### src/rtl/alu_operand_stage_pkg.sv
// Shared definitions for the ALU operand stage: opcode encodings, the EX
// payload layout and the opcode legality check (also used by the ALU).
package alu_operand_stage_pkg;

  localparam int DATA_W = 32;
  localparam int REG_AW = 3;

  typedef enum logic [2:0] {
    OP_ADD = 3'b000,
    OP_OR  = 3'b001,
    OP_AND = 3'b100,
    OP_SUB = 3'b101,
    OP_XOR = 3'b110
  } alu_op_e;

  // Payload held in the EX pipeline register alongside its valid bit.
  typedef struct packed {
    logic [2:0]        inst;
    logic [DATA_W-1:0] da;
    logic [DATA_W-1:0] db;
    logic [REG_AW-1:0] rd;
    logic              wb;
  } ex_stage_t;

  function automatic logic is_valid_op(input logic [2:0] op);
    logic ok;
    ok = 1'b0;
    case (op)
      OP_ADD, OP_OR, OP_AND, OP_SUB, OP_XOR: ok = 1'b1;
      default:                               ok = 1'b0;
    endcase
    return ok;
  endfunction

endpackage

### src/rtl/alu_operand_stage_regfile.sv
// NREG x DATA_W register file: two combinational read ports, one synchronous
// write port. Register 0 always reads as zero and ignores writes.
module alu_operand_stage_regfile
  import alu_operand_stage_pkg::*;
#(
  parameter int NREG = 8
) (
  input  logic              clk,
  input  logic              rst,
  input  logic [REG_AW-1:0] i_ra,
  input  logic [REG_AW-1:0] i_rb,
  output logic [DATA_W-1:0] o_da,
  output logic [DATA_W-1:0] o_db,
  input  logic              i_we,
  input  logic [REG_AW-1:0] i_wa,
  input  logic [DATA_W-1:0] i_wd
);

  logic [DATA_W-1:0] r_mem [NREG];

  // Storage update: clear everything on reset, otherwise one write per edge.
  always_ff @(posedge clk) begin
    if (rst) begin
      for (int i = 0; i < NREG; i++) r_mem[i] <= '0;
    end else if (i_we && (i_wa != '0)) begin
      r_mem[i_wa] <= i_wd;
    end
  end

  assign o_da = (i_ra == '0) ? '0 : r_mem[i_ra];
  assign o_db = (i_rb == '0) ? '0 : r_mem[i_rb];

endmodule

### src/rtl/alu_operand_stage.sv
// Operand-fetch / execute-issue stage in front of the 32-bit ALU. Reads the
// register file, forwards the retiring ALU result to a same-edge consumer,
// and holds a registered {inst, da, db} triple for the ALU.
module alu_operand_stage
  import alu_operand_stage_pkg::*;
#(
  parameter int NREG = 8,
  parameter int IMMW = 16
) (
  input  logic              clk,
  input  logic              rst,
  input  logic              in_valid,
  output logic              in_ready,
  input  logic [2:0]        in_op,
  input  logic [REG_AW-1:0] in_rd,
  input  logic [REG_AW-1:0] in_ra,
  input  logic [REG_AW-1:0] in_rb,
  input  logic              in_use_imm,
  input  logic [IMMW-1:0]   in_imm,
  output logic [2:0]        alu_inst,
  output logic [DATA_W-1:0] alu_da,
  output logic [DATA_W-1:0] alu_db,
  input  logic [DATA_W-1:0] alu_out,
  input  logic              out_ready,
  output logic              res_valid,
  output logic [REG_AW-1:0] res_rd,
  output logic [DATA_W-1:0] res_data
);

  function automatic logic [DATA_W-1:0] sext_imm(input logic [IMMW-1:0] imm);
    return {{(DATA_W-IMMW){imm[IMMW-1]}}, imm};
  endfunction

  logic              r_vld_p1;
  ex_stage_t         r_ex_p1;

  logic              w_accept;
  logic              w_retire;
  logic              w_fwd_a;
  logic              w_fwd_b;
  logic [DATA_W-1:0] w_rf_da;
  logic [DATA_W-1:0] w_rf_db;
  logic [DATA_W-1:0] w_opa;
  logic [DATA_W-1:0] w_opb;
  logic              w_op_ok;

  // ---- operand fetch (stage 0) ----
  assign in_ready = !r_vld_p1 || out_ready;
  assign w_accept = in_valid && in_ready;
  assign w_retire = r_vld_p1 && out_ready && r_ex_p1.wb;

  alu_operand_stage_regfile #(.NREG(NREG)) u_rf (
    .clk  (clk),
    .rst  (rst),
    .i_ra (in_ra),
    .i_rb (in_rb),
    .o_da (w_rf_da),
    .o_db (w_rf_db),
    .i_we (w_retire),
    .i_wa (r_ex_p1.rd),
    .i_wd (alu_out)
  );

  // A result landing in the regfile on this very edge is not visible through
  // the read port yet, so the consumer takes it straight from the ALU.
  assign w_fwd_a = w_retire && (r_ex_p1.rd != '0) && (r_ex_p1.rd == in_ra);
  assign w_fwd_b = w_retire && (r_ex_p1.rd != '0) && (r_ex_p1.rd == in_rb);

  assign w_opa   = w_fwd_a ? alu_out : w_rf_da;
  assign w_opb   = in_use_imm ? sext_imm(in_imm) :
                   (w_fwd_b   ? alu_out : w_rf_db);
  assign w_op_ok = is_valid_op(in_op);

  // ---- EX register (stage 1) ----
  // EX register: loads on accept, drains to empty when nothing arrives,
  // holds while the downstream stalls. Unknown opcodes travel as a no-wb ADD.
  always_ff @(posedge clk) begin
    if (rst) begin
      r_vld_p1 <= 1'b0;
      r_ex_p1  <= '0;
    end else if (in_ready) begin
      r_vld_p1 <= in_valid;
      if (w_accept) begin
        r_ex_p1.inst <= w_op_ok ? in_op : OP_ADD;
        r_ex_p1.da   <= w_opa;
        r_ex_p1.db   <= w_opb;
        r_ex_p1.rd   <= in_rd;
        r_ex_p1.wb   <= w_op_ok;
      end
    end
  end

  assign alu_inst  = r_ex_p1.inst;
  assign alu_da    = r_ex_p1.da;
  assign alu_db    = r_ex_p1.db;
  assign res_valid = r_vld_p1 && r_ex_p1.wb && (r_ex_p1.rd != '0) && out_ready;
  assign res_rd    = r_ex_p1.rd;
  assign res_data  = alu_out;

endmodule

### config.mk
export PLATFORM = sky130hd
export DESIGN_NAME = alu_operand_stage
export DESIGN_NICKNAME = d
export VERILOG_FILES = /design/src/rtl/alu_operand_stage_pkg.sv /design/src/rtl/alu_operand_stage_regfile.sv /design/src/rtl/alu_operand_stage.sv
export SDC_FILE = /design/constraint.sdc
export NUM_CORES = 1
export LEC_CHECK = 0
export ABC_AREA = 1
export CAP_MARGIN = 20
export CORE_UTILIZATION = 40
export CTS_CLUSTER_SIZE = 16
export DETAILED_ROUTE_END_ITERATION = 8
export PLACE_DENSITY_LB_ADDON = 0.05
export SETUP_SLACK_MARGIN = 0.1
export SYNTH_ARGS = -nofsm -noshare
export SYNTH_HDL_FRONTEND = slang
export SYNTH_SLANG_ARGS = --single-unit
### constraint.sdc
create_clock -name clk -period 2.7 [get_ports clk]
set_input_delay 0.405 -clock clk [delete_from_list [all_inputs] [get_ports clk]]
set_output_delay 0.405 -clock clk [all_outputs]
set_load 0.01 [all_outputs]
==> results of run 1 <==
==> layout by cell type, fill, tap and decap left out, types with 3 or more instances in the layout <==
cell and count:
clkdlybuf4s50_1 166, clkbuf_1 8, o21ai_1 25, nor2_1 296, xor2_1 3, inv_1 193
o211ai_1 28, nand3_1 125, clkbuf_16 37, a31oi_1 4, clkinv_2 11, a21oi_1 165
o21ai_0 178, dfxtp_1 72, nand2_2 3, nor2_2 3, inv_2 12, clkinv_1 7
nand4_1 18, nand2_1 466, edfxtp_1 224, buf_12 19, buf_4 65
==> where the power goes <==
group          switching (mW)  internal, mW  leakage, nW
Clock                    2.00          2.68        0.558
Combinational            1.07         0.593         4.61
Sequential              0.104          5.07         2.91
Total                    3.18          8.35         8.08
==> worst max-delay path, cell delays in order, from the launching register on <==
cell and delay (ns):
dfxtp_1 0.51, nor2_1 0.11, nand2_1 0.10, nand2_2 0.12
inv_1 0.08, clkdlybuf4s50_1 0.54
==> final cells by class <==
| cell class | count | area share (%) |
|---|---|---|
| Sequential cell | 296 | 42.9 |
| Clock buffer | 47 | 5.16 |
| Inverter | 208 | 4.10 |
| Tap cell | 525 | 3.45 |
| Timing Repair Buffer | 250 | 13.3 |
| Multi-Input combinational cell | 1320 | 30.4 |
| Clock inverter | 19 | 0.677 |
==> kinds of logic (layout without fill, tap and decap cells) <==
logic type | Yosys count | in the layout
and+or+nand+nor | 916 | 916
buffers and inverters | 443 | 524
AOI/OAI and AO/OA | 401 | 401
DFF | 296 | 296
xor gates and xnor gates | 3 | 3
==> metal layers <==
layer | GRT usage, % | routed length, um | vias up
li1 | - | - | 6728
met1 | 44.0 | 27900 | 6854
met3 | 8.86 | 7840 | 93
met5 | 0 | 21 | -
met4 | 7.09 | 1140 | 4
met2 | 42.9 | 25300 | 847
==> through the flow <==
step	total power, mW	instance area [um2]	hold WS, ns	utilization [%]
finish	11.5	19000	0.465	47.9
global placement	6.89	17900	0.454	45.1
global route	11.9	19000	0.489	47.9
CTS	11.5	19000	0.464	47.9
floorplan	6.16	16100	0.446	-
detailed placement	6.90	17900	0.459	45.1
==> registers in the layout (all words and copies together) (netlist names) <==
name	count
r_ex_p1	1
alu_inst	3
u_rf.r_mem	224
alu_db	32
res_rd	3
alu_da	32
r_vld_p1	1
==> path summary, 6_finish.rpt <==
check,end,from,cells past startpoint
worst max register to register,u_rf.r_mem[1][4]$_SDFFCE_PN0P_,res_rd[2]$_SDFFE_PP0P_,7
worst min-delay path,alu_inst[0]$_SDFFE_PP0P_,alu_inst[0]$_SDFFE_PP0P_,2
worst max-delay path,res_valid,res_rd[2]$_SDFFE_PP0P_,5
worst min register to register,alu_inst[0]$_SDFFE_PP0P_,alu_inst[0]$_SDFFE_PP0P_,2
==> synth_stat cells <==
cell type	n	area, um2
nand2_1	468	1760
nor2_1	297	1110
edfxtp_1	224	6730
inv_1	195	732
o21ai_0	178	891
a21oi_1	165	826
nand3_1	125	626
buf_4	105	788
buf_2	77	385
dfxtp_1	72	1440
clkbuf_1	47	176
o211ai_1	28	210
o21ai_1	25	125
nand4_1	18	113
inv_2	10	37.5
a31oi_1	4	25.0
buf_1	3	11.3
clkinv_1	3	11.3
xor2_1	3	26.3
buf_6	2	22.5
nor2_2	2	12.5
or2_2	2	12.5
clkbuf_2	1	5.00
nand2_2	1	6.26
nand2_4	1	11.3
nor2_4	1	11.3
nor3_2	1	10.0
o221ai_1	1	8.76
==> impl_metrics.toml, run 1 <==
[outcome]
status = "complete, no violations"

[detailed_routing]
wl_per_cell_um = 23.4
vias = 14500
ant_nets = 0
avgViaCountPerCell = 5.45
dr.pass1.iters = 6
wl_mm = 62.2
drt_iter0_markers = 1538
drc_errors = 0

[synthesis]
synth-compound-area-share_pct = 12.9
synth_fa_ha_area_share_pct = 0
yosysSeqAreaShare_pct = 50.7
synth_area_per_cell_um2 = 7.83
ys_warn_count = 0
syn_inst = 2059
ys_ff_latch = 296
synth_xor_area_share_pct = 0.163
synth_top_family_by_area = "simple AND/OR/NAND/NOR gates"
syn-num-nets = 2124
synth_area_um2 = 16100
synth_cell_types = 28
muxShareOfSynthArea_pct = 0
synthSimpleGateAreaFrac_pct = 22.8

[timing]
relSlewSlack_pct = 57.1
finalHoldViolations = 0
rsz0062_at_grt = "no"
finalWorstSetupSlack_ns = 0.323
clock_skew_ns = 0.0190
worst_pin_slew_ns = 0.643
final_min_period_over_clock_period_pct = 88.0
timing.fmax_mhz = 421
finalCriticalPeriod_ns = 2.38
setup_viol = 0
tns_ns = 0
slew_viol_final = 0

[floorplanning]
dieArea_um2 = 41100
die_h_um = 203
die_w_um = 203
coreArea_um2 = 39700
initial_utilization_pct = 40.6
num_rows = 73
io_pins = 169

[final_layout]
fillers = 3905
num-nets-final = 2177
area_growth_syn_to_layout_pct = 18.1
fin_cells = 2665
antenna_cells = 0
multiInputGateArea_um2 = 5790
drive_gt1_share_pct = 7.52
register_area_um2 = 8170

[place]
dpl_worst_slack_ns = 0.128
gp_congestion = 0.905
dp_hpwl_mm = 39.5
dp_cells = 2599
io_buffers = 168

[worst_setup_path]
cp_max_fo = 8
reg2reg_slack_ns = 0.66
start_kind = "register"
required_ns = 2.30
crit_arrival_ns = 1.97
critPathKind = "reg -> out"
worstSetupEndpointType = "output port"

[cts]
cts_hold_buf = 0
cts_tree = "done"
worstSkewPairLatency_ns = 0.54
cts_resized = 0
clkSinkCount = 296
cts-buffers-inserted = 36
post-cts-setup-buffers = 0
cts_root_buf = "clkbuf_16"
cts_max_path_buffers = 3
clkTransAtPathRegs_ns = 0.06
h-tree-depth = 2

[grt]
antenna_found_initial = 2
grt_usage_pct = 30.0
grt_first_pass_wirelength_mm = 89.9
grt_max_degree = 86
grt_pass1_vias = 13400
grt.overflow.total = 0

[pwr]
ir_worst_vdd_mv = 0.341
p_leak_nw = 8.08
p_per_area_nw_per_um2 = 605

[hold_path]
hp-class = "reg -> reg"

[job]
drv_cap = 0
(Power assumes the default switching activity.)
==> run 2, diff against run 1 <==
Settings changed: CORE_UTILIZATION 40 to 29.
==> run 2 against run 1 <==
First-iteration DRC count is 15% lower; sequential cell count stayed put; sequential share of layout area is 1.1 points lower; power is 4.3% higher; critical path depth stayed put; wire length is 7.2% higher; via count is 1.7% lower; worst hold slack worse by 0.030 ns; clock power is 9.8% higher; largest cell class unchanged; die area is 38% higher; sequential power hardly changed; cell count is 8.6% higher.
==> impl_metrics.toml, run 2 (synthesized netlist as in run 1, its figures left out) <==
[timing]
timing.fmax_mhz = 417
hold_ws_ns = 0.434
finalCriticalPeriod_ns = 2.40
tns_ns = 0
finalHoldViolations = 0
clock_skew_ns = 0.0185
setup_viol = 0
relSlewSlack_pct = 56.8
slew_viol_final = 0
worst_pin_slew_ns = 0.648
rsz0062_at_grt = "no"
final_min_period_over_clock_period_pct = 88.9

[pwr]
switching_power_mw = 3.26
ir_worst_vdd_mv = 0.325
p_leak_nw = 8.17
sw_frac_of_total_pct = 27.1
power_frac_comb_pct = 14.2
p_per_area_nw_per_um2 = 615
pwr-share-clk_pct = 42.7
seq_power_share_pct = 43.0
intPower_mw = 8.76

[final_layout]
area_growth_syn_to_layout_pct = 21.2
antenna_cells = 0
final_area_um2 = 19500
drive_gt1_share_pct = 8.48
final_cell_mix = "nand2_1, nor2_1, edfxtp_1"
num-nets-final = 2183
final_common_cell = "nand2_1"
largest_reg_flops = 224
regMostFlops = "u_rf.r_mem"

[detailed_routing]
wl_mm = 66.7
dr.pass1.iters = 5
vias = 14300
ant_nets = 0
wl_per_cell_um = 23.0
drt_iter0_markers = 1313
avgViaCountPerCell = 4.93
drc_errors = 0

[floorplanning]
io_pins = 169
die_w_um = 238
die_h_um = 238
dieArea_um2 = 56500
coreArea_um2 = 55000
initial_utilization_pct = 29.3
num_rows = 86

[grt]
grt_usage_pct = 23.5
grt_max_degree = 75
antenna_found_initial = 1
grt_first_pass_wirelength_mm = 95.8
grt_pass1_vias = 13600
grt.overflow.total = 0

[outcome]
status = "complete, no violations"

[worst_setup_path]
timing.rr.start = "res_rd[0]$_SDFFE_PP0P_"
path_depth = 5
cp_slowest_cell = "clkdlybuf4s50_1"
timing.critical_path.buf_inv = 3
crit_family = "buffers and inverters"
crit_end = "res_valid"
r2r_end = "u_rf.r_mem[4][23]$_SDFFCE_PN0P_"
crit_arrival_ns = 2.00
reg2reg_slack_ns = 0.65
r2r_cells = 7
cp_max_fo = 7
required_ns = 2.30
critPathKind = "reg -> out"
worstSetupEndpointType = "output port"
cp_cell_sequence = "inv_2 > nand2_1 > nand2_2 > inv_1 > clkdlybuf4s50_1"
crit_path_start = "res_rd[0]$_SDFFE_PP0P_"
max_stage_delay_ns = 0.55
start_kind = "register"

[cts]
cts-buffers-inserted = 37
cts_max_path_buffers = 3
h-tree-depth = 2
worstSkewPairLatency_ns = 0.56
clkSinkCount = 296
cts_tree = "done"
clkTransAtPathRegs_ns = 0.06
cts_root_buf = "clkbuf_16"

[place]
io_buffers = 168
dp_hpwl_mm = 43.1
postPlaceCellArea_um2 = 18300
gp_congestion = 0.832

[hold_path]
hp-class = "in -> reg"

[job]
drv_cap = 0
==> run 2: cell types whose count changed in the layout (fill, tap and decap cells not counted), sizes merged <==
cell           before  now
buf                84   91
bufinv              1    3
clkbuf             47   48
clkdlybuf4s50     166  164
clkinv             18   17
inv               208  207
==> run 2: power groups by stage <==
stage          sequential (mW)  clock (mW)  combinational (mW)
2_1_floorplan             5.23           0               0.928
3_5_place_dp              5.26           0                1.70
4_1_cts                   5.17        5.26                1.71
6_report                  5.17        5.14                1.71
5_1_grt                   5.19        5.41                1.84
3_3_place_gp              5.26           0                1.71
==> run 2: area by class of cell <==
| type | count | area (um2) |
|---|---|---|
| inverters | 208 | 781 |
| fillers | 5736 | 35400 |
| flip-flops and latches | 296 | 8170 |
| repair buffers | 255 | 2580 |
| clock buffers | 48 | 1070 |
| clock inverters | 19 | 171 |
| well taps | 748 | 936 |
| multi-input cells | 1320 | 5830 |
==> run 2: what timing repair did <==
action | in CTS | in global routing
buffers inserted | 0 | 0
setup endpoints to repair | 0 | 1
resized for setup | 0 | 1
hold buffers | 0 | 0
==> run 2: layer usage <==
layer  global-route usage (%)  vias to the layer above  part of all wire (%)
met5                        0                        -                 0.019
met4                     5.42                        2                   1.7
met3                     3.91                       70                   7.3
met2                     34.1                      595                    41
met1                     35.9                     6863                    50
li1                         -                     6746                     -
==> run 2: worst register-to-register path, cell delays in order, from the launching register on <==
cell and delay [ns]:
dfxtp_1 0.45, inv_2 0.14, nand2_1 0.11, nand2_2 0.12
nor2_1 0.25, nand3_2 0.13, nand2_2 0.30, buf_4 0.27
==> run 2: worst min path at each step <==
stage                                      start                 endpoint  slack (ns)  depth (start not counted)
after floorplan           alu_da[0]$_SDFFE_PP0P_   alu_da[0]$_SDFFE_PP0P_        0.45                          2
after global placement    alu_db[4]$_SDFFE_PP0P_   alu_db[4]$_SDFFE_PP0P_        0.45                          2
after detailed placement  alu_da[8]$_SDFFE_PP0P_   alu_da[8]$_SDFFE_PP0P_        0.46                          2
after CTS                                    rst  r_ex_p1[0]$_SDFFE_PP0P_        0.40                          3
after global routing                         rst  r_ex_p1[0]$_SDFFE_PP0P_        0.45                          3
final                                        rst  r_ex_p1[0]$_SDFFE_PP0P_        0.43                          3
==> run 2: through the flow <==
step / util (%) / setup WS [ns] / instances / power [mW]
final: 35.5 / 0.300 / 2894 / 12.0
after floorplan: - / 0.349 / 2059 / 6.16
after CTS: 35.5 / 0.184 / 2894 / 12.1
after detailed placement: 33.3 / 0.162 / 2827 / 6.96
after global routing: 35.5 / 0.228 / 2894 / 12.4
after global placement: 33.3 / 0.155 / 2827 / 6.97
